### config.mk
export PLATFORM = sky130hd
export DESIGN_NAME = uart_rx
export DESIGN_NICKNAME = d
export VERILOG_FILES = /design/src/rtl/uart_pkg.sv /design/src/rtl/sync_2ff.sv /design/src/rtl/uart_rx.sv
export SDC_FILE = /design/constraint.sdc
export NUM_CORES = 1
export LEC_CHECK = 0
export CAP_MARGIN = 20
export CORE_UTILIZATION = 40
export CTS_CLUSTER_SIZE = 20
export DETAILED_ROUTE_END_ITERATION = 10
export HOLD_SLACK_MARGIN = 0.06
export PLACE_DENSITY = 0.69
export SYNTH_ARGS = -nofsm -noshare
export SYNTH_HDL_FRONTEND = slang
export SYNTH_SLANG_ARGS = --single-unit
### constraint.sdc
create_clock -name hwclk -period 2.3 [get_ports hwclk]
set_input_delay 0.46 -clock hwclk [delete_from_list [all_inputs] [get_ports hwclk]]
set_output_delay 0.46 -clock hwclk [all_outputs]
set_load 0.03 [all_outputs]
### src/rtl/uart_pkg.sv
// Shared UART definitions: receiver/transmitter state encoding and line-rate constants.
package uart_pkg;

  typedef enum logic [2:0] {
    IDLE  = 3'd0,
    START = 3'd1,
    DATA  = 3'd2,
    STOP  = 3'd3,
    BREAK = 3'd4
  } uart_state_e;

  localparam int CLK_HZ               = 12_000_000;
  localparam int BAUD                 = 9600;
  localparam int CLKS_PER_BIT_DEFAULT = CLK_HZ / BAUD;
  localparam int DATA_BITS            = 8;

endpackage

### src/rtl/sync_2ff.sv
// Two-flop synchroniser for a single asynchronous input, with a configurable reset level.
module sync_2ff #(
  parameter logic RESET_VAL = 1'b1
) (
  input  logic clk,
  input  logic rst,
  input  logic d,
  output logic q
);

  logic meta;

  always_ff @(posedge clk) begin
    if (rst) begin
      meta <= RESET_VAL;
      q    <= RESET_VAL;
    end else begin
      meta <= d;
      q    <= meta;
    end
  end

endmodule

### src/rtl/uart_rx.sv
// 8N1 serial receiver: synchronises rx, validates the start bit, samples bit centres and
// emits one byte per frame. rx_state exposes the FSM state for debug.
module uart_rx
  import uart_pkg::*;
#(
  parameter int CLKS_PER_BIT = CLKS_PER_BIT_DEFAULT
) (
  input  logic                 hwclk,
  input  logic                 rst,
  input  logic                 rx,
  output logic [DATA_BITS-1:0] rx_data,
  output logic                 rx_valid,
  output logic                 rx_frame_err,
  output logic                 rx_busy,
  output uart_state_e          rx_state
);

  localparam int CNT_W = $clog2(CLKS_PER_BIT);
  localparam int H     = CLKS_PER_BIT / 2;
  localparam logic [CNT_W-1:0] CNT_HALF = CNT_W'(H - 1);
  localparam logic [CNT_W-1:0] CNT_LAST = CNT_W'(CLKS_PER_BIT - 1);
  localparam logic [2:0]       IDX_LAST = 3'(DATA_BITS - 1);

  logic rx_s;

  sync_2ff #(.RESET_VAL(1'b1)) u_sync (
    .clk (hwclk),
    .rst (rst),
    .d   (rx),
    .q   (rx_s)
  );

  uart_state_e          state_q, state_d;
  logic [CNT_W-1:0]     cnt_q, cnt_d;
  logic [2:0]           idx_q, idx_d;
  logic [DATA_BITS-1:0] shift_q, shift_d;
  logic [DATA_BITS-1:0] data_q, data_d;
  logic                 valid_q, valid_d;
  logic                 err_q, err_d;

  always_ff @(posedge hwclk) begin
    if (rst) begin
      state_q <= IDLE;
      cnt_q   <= '0;
      idx_q   <= '0;
      shift_q <= '0;
      data_q  <= '0;
      valid_q <= 1'b0;
      err_q   <= 1'b0;
    end else begin
      state_q <= state_d;
      cnt_q   <= cnt_d;
      idx_q   <= idx_d;
      shift_q <= shift_d;
      data_q  <= data_d;
      valid_q <= valid_d;
      err_q   <= err_d;
    end
  end

  // Strobes are one-cycle pulses with no back-pressure; the consumer must take
  // rx_data in the cycle rx_valid (or rx_frame_err) is high or rely on it holding.
  always_comb begin
    state_d = state_q;
    cnt_d   = cnt_q + 1'b1;
    idx_d   = idx_q;
    shift_d = shift_q;
    data_d  = data_q;
    valid_d = 1'b0;
    err_d   = 1'b0;
    case (state_q)
      IDLE: begin
        cnt_d = '0;
        if (!rx_s) state_d = START;
      end
      START: begin
        if (cnt_q == CNT_HALF) begin
          cnt_d = '0;
          idx_d = '0;
          state_d = rx_s ? IDLE : DATA;
        end
      end
      DATA: begin
        if (cnt_q == CNT_LAST) begin
          cnt_d   = '0;
          shift_d = {rx_s, shift_q[DATA_BITS-1:1]};
          if (idx_q == IDX_LAST) state_d = STOP;
          else                   idx_d   = idx_q + 3'd1;
        end
      end
      STOP: begin
        // Leaving at the stop-bit centre leaves half a bit to catch a back-to-back start edge.
        if (cnt_q == CNT_LAST) begin
          cnt_d  = '0;
          data_d = shift_q;
          if (rx_s) begin
            valid_d = 1'b1;
            state_d = IDLE;
          end else begin
            err_d   = 1'b1;
            state_d = BREAK;
          end
        end
      end
      BREAK: begin
        cnt_d = '0;
        if (rx_s) state_d = IDLE;
      end
      default: begin
        cnt_d   = '0;
        state_d = IDLE;
      end
    endcase
  end

  assign rx_data      = data_q;
  assign rx_valid     = valid_q;
  assign rx_frame_err = err_q;
  assign rx_busy      = (state_q != IDLE);
  assign rx_state     = state_q;

endmodule

==> results.cfg, run 1 <==
[placement]
place_congestion = 0.8443
dp.cells = 228
port_buffers = 16
dpl.hpwl_um = 2018

[final_layout]
layout-drive-gt1-share = 0.09626
diodes = 0
fin_cells = 235
fillCellCount = 343
nets = 195
area_growth_pct = 19.50

[die]
die_h_um = 65.57
core_um2 = 3771
die_area_um2 = 4299
die_x_um = 65.57
start_util = 0.4287
fp-row-count = 22
ios = 17

[flow_run]
max-cap-violations = 0

[sta]
rsz0062_at_grt = false
clock.fmax_mhz = 472.8
relSlewSlack = 0.7377
worst_pin_slew_ns = 0.3925
setup_viol = 0
min_period_ns = 2.115
final.setup.tns_ns = 0
period_share = 0.9196
slew_viol_final = 0
final-hold-violation-count = 0
finalClockSkew_ns = 0.006594

[setup_path]
path_max_fanout = 10
max_stage_delay_ns = 0.59
end_kind = primary output
cp-start-kind = flip-flop
crit_chain = or3_1 -> clkdlybuf4s50_1
path_class = flip-flop to primary output
cp.required_ns = 1.84
crit_slowest_cell = clkdlybuf4s50_1
crit_arrival_ns = 1.65

[detailed_routing]
drt-total-wl_um = 2754
wl_per_cell_um = 11.72
vias_per_cell = 5.017
num_vias = 1179
drcViolationCount = 0
drt.antenna.violating_nets = 0
drt_iter0_drc = 95
firstDrtPassIters = 4

[status]
status = finished, final reports clean

[clocking]
cts.sinks = 37
post_cts_buffers = 0
root_buffer = clkbuf_8
path_clk_slew_ns = 0.07
cts_buffers = 5
clock_latency_ns = 0.28
cts_tree = built
cts_resized = 0
cts.htree.levels = 2
clock_path_buffers = 2
cts_hold_buf = 0

[power]
leakage_nw = 0.6812
p_sw_uw = 244.8
seqPwrFrac = 0.567
swShare = 0.2139
p_int_uw = 899.6
ir_drop_uv = 334.9
power_density_nw_per_um2 = 592.4
clkPwrFrac = 0.395
combPwrFrac = 0.038

[min_path]
hold_class = flip-flop to flip-flop

[yosys]
synth_edf_count = 0
synth_nets = 175
syn-cell-area_um2 = 1617
synth.distinct_cells = 37
ys_ff_latch = 37
synth_cells = 167
ys.flop_type = dfxtp_1
yosysSeqAreaShare = 0.4582
synthArstFlopShare = 0
yosysWarnings = 0
syn-mean-instance-area_um2 = 9.680

[global_routing]
antenna_found_initial = 0
grt_pass1_wl_um = 4781
gr-usage-all-layers = 0.1455
grt_max_degree = 24
grt_pass1_vias = 1130
grt_overflow_total = 0
cell usage in the layout (no fill, tap or decap), types with 3 or more instances in the layout:
cell type,netlist,routed
nand4_1,3,3
nor2b_1,4,4
or3_1,4,4
xor2_1,5,5
nand2_1,6,6
nor2_1,29,29
clkdlybuf4s50_1,0,16
and3_1,4,4
buf_4,0,4
clkbuf_8,0,6
nand3b_1,3,3
nor3_1,4,4
dfxtp_1,37,37
inv_1,6,6
xnor2_1,5,5
nor3b_1,3,3
mux2i_1,18,18
ha_1,5,5
Yosys cell counts (4+ instances only):
cell type | count | area [um2]
nor3_1 | 4 | 20.02
and3_1 | 4 | 25.02
nor2_1 | 29 | 108.9
ha_1 | 5 | 62.56
inv_1 | 6 | 22.52
mux2i_1 | 18 | 180.2
or3_1 | 4 | 25.02
nand2_1 | 6 | 22.52
nor2b_1 | 4 | 25.02
dfxtp_1 | 37 | 740.7
xnor2_1 | 5 | 43.79
xor2_1 | 5 | 43.79
buf_2 | 4 | 20.02
registers in the layout, indices dropped and copies added (netlist names):
signal and flops:
u_sync.q 1, rx_valid 1, rx_data 8, shift_q 8
cnt_q 11, rx_frame_err 1, rx_state 3, u_sync.meta 1
idx_q 3
power groups by stage:
stage	Clock [mW]	Sequential (mW)	Combinational [mW]
2_1_floorplan	0	0.663	0.0304
3_3_place_gp	0	0.662	0.0430
3_5_place_dp	0	0.663	0.0440
4_1_cts	0.465	0.648	0.0441
5_1_grt	0.496	0.649	0.0484
6_report	0.452	0.648	0.0439
path summary, 6_finish.rpt:
check	from	endpoint	slack [ns]	cells after the start
setup / recovery	rx_state[0]	rx_busy	0.19	2
hold / removal	u_sync.meta	u_sync.q	0.41	1
setup reg to reg	rx_state[0]	idx_q[1]	0.32	4
hold reg to reg	u_sync.meta	u_sync.q	0.41	1
layer usage:
metal / routed length [um] / track usage
met5: 0 / 0
met3: 92 / 0.03125
met2: 1292 / 0.2294
met4: 45 / 0.09511
met1: 1323 / 0.1774
logic make-up (layout without fill, tap and decap cells):
logic type                 Yosys count  in the layout  synth area share
and+or+nand+nor                     71             71            0.2392
buffers and inverters               13             33           0.03328
adders and majority gates            5              5           0.03870
DFF                                 37             37            0.4582
muxes                               21             21            0.1323
xor gates and xnor gates            10             10           0.05418
AOI/OAI and AO/OA                   10             10           0.04412
area by class of cell:
type,instances,area (um2),share of cell area
well taps,48,60.06,0.03109
repair buffers,20,190.2,0.09845
clock inverters,1,7.507,0.003886
clock buffers,6,82.58,0.04275
flip-flops and latches,37,740.7,0.3834
multi-input cells,117,828.3,0.4288
inverters,6,22.52,0.01166
stage by stage:
stage	util	power [mW]	instance area, um2	setup slack (ns)	hold slack, ns
after floorplan	-	0.6931	1617	0.2479	0.3895
after global placement	0.4884	0.7054	1842	0.4373	0.3947
after detailed placement	0.4884	0.7069	1842	0.3359	0.3939
after CTS	0.5123	1.157	1932	0.1733	0.4150
after global routing	0.5123	1.193	1932	0.1152	0.4350
final	0.5123	1.144	1932	0.1850	0.4147
worst max-delay path, delay by kind of cell, from the launching register on:
kind	cells	cell delay (ns)
AND/OR/NAND/NOR	1	0.39
buffers and inverters	1	0.59
flip-flops	1	0.39
(Power assumes the default switching activity.)
==> inputs of run 2 (changes only) <==
--- a/config.mk
+++ b/config.mk
@@ -7,6 +7,7 @@
 export LEC_CHECK = 0
 export CAP_MARGIN = 20
 export CORE_UTILIZATION = 40
+export CTS_CLUSTER_DIAMETER = 40
 export CTS_CLUSTER_SIZE = 20
 export DETAILED_ROUTE_END_ITERATION = 10
 export HOLD_SLACK_MARGIN = 0.06
==> results of run 2 <==
Final layout, timing and power as in run 1 (identical DEF).
==> inputs of run 3 (changes only) <==
--- a/config.mk
+++ b/config.mk
@@ -5,13 +5,15 @@
 export SDC_FILE = /design/constraint.sdc
 export NUM_CORES = 1
 export LEC_CHECK = 0
+export ABC_AREA = 1
 export CAP_MARGIN = 20
 export CORE_UTILIZATION = 40
 export CTS_CLUSTER_DIAMETER = 40
 export CTS_CLUSTER_SIZE = 20
 export DETAILED_ROUTE_END_ITERATION = 10
+export GPL_TIMING_DRIVEN = 1
 export HOLD_SLACK_MARGIN = 0.06
-export PLACE_DENSITY = 0.69
+export PLACE_DENSITY = 0.68
 export SYNTH_ARGS = -nofsm -noshare
 export SYNTH_HDL_FRONTEND = slang
 export SYNTH_SLANG_ARGS = --single-unit
==> run 3 against run 2 <==
Compared with the run above: routed wire length rose by 13%; clock skew fell by 0.0011 ns; first-iteration DRC count rose by 7.4%; sequential power rose by 15%; clock power rose by 2%; area after synthesis rose by 6.0%; combinational power rose to 15 times the previous value; core utilization fell by 1.7 points; critical path depth rose by 1; final cell count rose by 25%.
==> results.cfg, run 3 <==
[yosys]
synth_top_area_frac = 0.4324
synth.distinct_cells = 25
ys.flop_type = dfxtp_1
synthArstFlopShare = 0
yosys-top-cells-area = dfxtp_1, nand2_1, inv_1
yosysTopAreaCell = dfxtp_1
yosysMostFrequentCell = nand2_1
syn-mean-instance-area_um2 = 7.681
yosysWarnings = 0
synth_edf_count = 0
ys_ff_latch = 37
synth_cells = 223
synth_nets = 231
syn-cell-area_um2 = 1713
synth_common_cells = nand2_1, dfxtp_1, inv_1
yosysSeqAreaShare = 0.4324

[global_routing]
grt_pass1_vias = 1260
grt_overflow_total = 0
grt_max_degree = 19
gr-usage-all-layers = 0.1643
grt_pass1_wl_um = 5485
antenna_found_initial = 0

[sta]
rsz0062_at_grt = false
relSlewSlack = 0.7096
slew_viol_final = 0
period_share = 0.8893
final-hold-violation-count = 0
final.setup.tns_ns = 0
hold_ws_ns = 0.4138
layout_setup_ws_ns = 0.2545
clock.fmax_mhz = 488.9
setup_viol = 0
finalClockSkew_ns = 0.005505
worst_pin_slew_ns = 0.4351
min_period_ns = 2.045

[clocking]
root_buffer = clkbuf_8
cts.htree.levels = 2
clock_latency_ns = 0.29
post_cts_buffers = 0
cts.sinks = 37
cts_buffers = 5
clock_path_buffers = 2
cts_hold_buf = 0
cts_resized = 0
cts_tree = built
path_clk_slew_ns = 0.08

[detailed_routing]
num_vias = 1392
drt.antenna.violating_nets = 0
drcViolationCount = 0
drt-total-wl_um = 3101
vias_per_cell = 4.735
firstDrtPassIters = 4
drt_iter0_drc = 102
wl_per_cell_um = 10.55

[setup_path]
cp-start-kind = flip-flop
crit_slowest_cell = clkdlybuf4s50_1
max_stage_delay_ns = 0.66
path_max_fanout = 5
crit_chain = nor2_1 -> nand2_1 -> clkdlybuf4s50_1
path_class = flip-flop to primary output
crit_family = buffers and inverters
end_kind = primary output
cp.required_ns = 1.84
crit_arrival_ns = 1.59
path_buf_inv = 1

[final_layout]
mostFrequentLayoutCells = nand2_1, dfxtp_1, inv_1
largest-register = cnt_q
diodes = 0
layout_commonest_cell = nand2_1
area_growth_pct = 17.39
largest_reg_flops = 11
nets = 251
layout-drive-gt1-share = 0.1557

[status]
status = finished, final reports clean

[power]
ir_drop_uv = 387.7
leakage_nw = 0.7680
power_density_nw_per_um2 = 932.1

[placement]
port_buffers = 16
dpl.hpwl_um = 2188
place_ws_ns = 0.4762
place_congestion = 0.7565

[die]
die_h_um = 67.44
fp-row-count = 23
start_util = 0.4221
die_area_um2 = 4548
ios = 17
die_x_um = 67.44
core_um2 = 4058

[flow_run]
max-cap-violations = 0

[min_path]
hold_class = flip-flop to flip-flop
-- run 3: cell count changes in the layout (fill, tap and decap cells not counted), moves of 6 or more --
cell	delta
a21oi_1	+17
inv_1	+28
mux2i_1	-18
nand2_1	+33
nand3_1	+6
nor2_1	-14
nor2_2	+13
o21ai_0	+16
-- run 3: metrics by stage --
step	instance area (um2)	instances	utilization	power, mW
final	2011	294	0.4955	1.874
after global routing	2011	294	0.4955	2.027
after floorplan	1713	223	-	1.273
after global placement	1919	286	0.4730	1.429
after detailed placement	1919	286	0.4730	1.431
after CTS	2011	294	0.4955	1.900
-- run 3: path summary, 6_finish.rpt --
kind / start / endpoint / slack, ns / cells after the start
worst min register to register: u_sync.meta / u_sync.q / 0.41 / 1
worst max-delay path: rx_state[0] / rx_busy / 0.25 / 3
worst max register to register: cnt_q[0] / rx_data[1] / 0.56 / 6
worst min-delay path: u_sync.meta / u_sync.q / 0.41 / 1
-- run 3: where the power goes --
part | total (mW) | leakage [nW] | internal, mW | switching (mW)
Sequential | 0.742 | 0.299 | 0.687 | 0.0550
Combinational | 0.669 | 0.432 | 0.243 | 0.426
Clock | 0.463 | 0.0364 | 0.212 | 0.250
Total | 1.87 | 0.768 | 1.14 | 0.731
-- run 3: per-layer routing --
layer	GRT usage	wire (um)	vias up	part of all wire
met5	0	0	-	0
li1	-	-	739	-
met2	0.2513	1400	20	0.45
met4	0.08777	73	0	0.024
met3	0.04730	96	6	0.031
met1	0.2072	1531	627	0.49
-- run 3: worst reg2reg max path: stages (launching register included) --
cell and delay (ns):
dfxtp_1 0.42, ha_1 0.17, inv_1 0.03, nor2_1 0.22, nand4_2 0.40, o21ai_0 0.33, a21oi_1 0.06
-- run 3: area by class of cell --
| cell class | instances | area [um2] |
|---|---|---|
| clock inverters | 3 | 22.52 |
| clock buffers | 5 | 68.82 |
| multi-input cells | 144 | 805.8 |
| flip-flops and latches | 37 | 740.7 |
| well taps | 50 | 62.56 |
| fillers | 399 | 2047 |
| repair buffers | 17 | 167.7 |
| inverters | 38 | 142.6 |
-- run 3: kinds of logic (layout without fill, tap and decap cells) --
group                      after synthesis  in the layout  share of synthesized area
and+or+nand+nor                         96             96                     0.2907
xor gates and xnor gates                 8              8                    0.04091
buffers and inverters                   42             63                    0.09715
AOI/OAI and AO/OA                       35             35                     0.1023
adders and majority gates                5              5                    0.03652
DFF                                     37             37                     0.4324
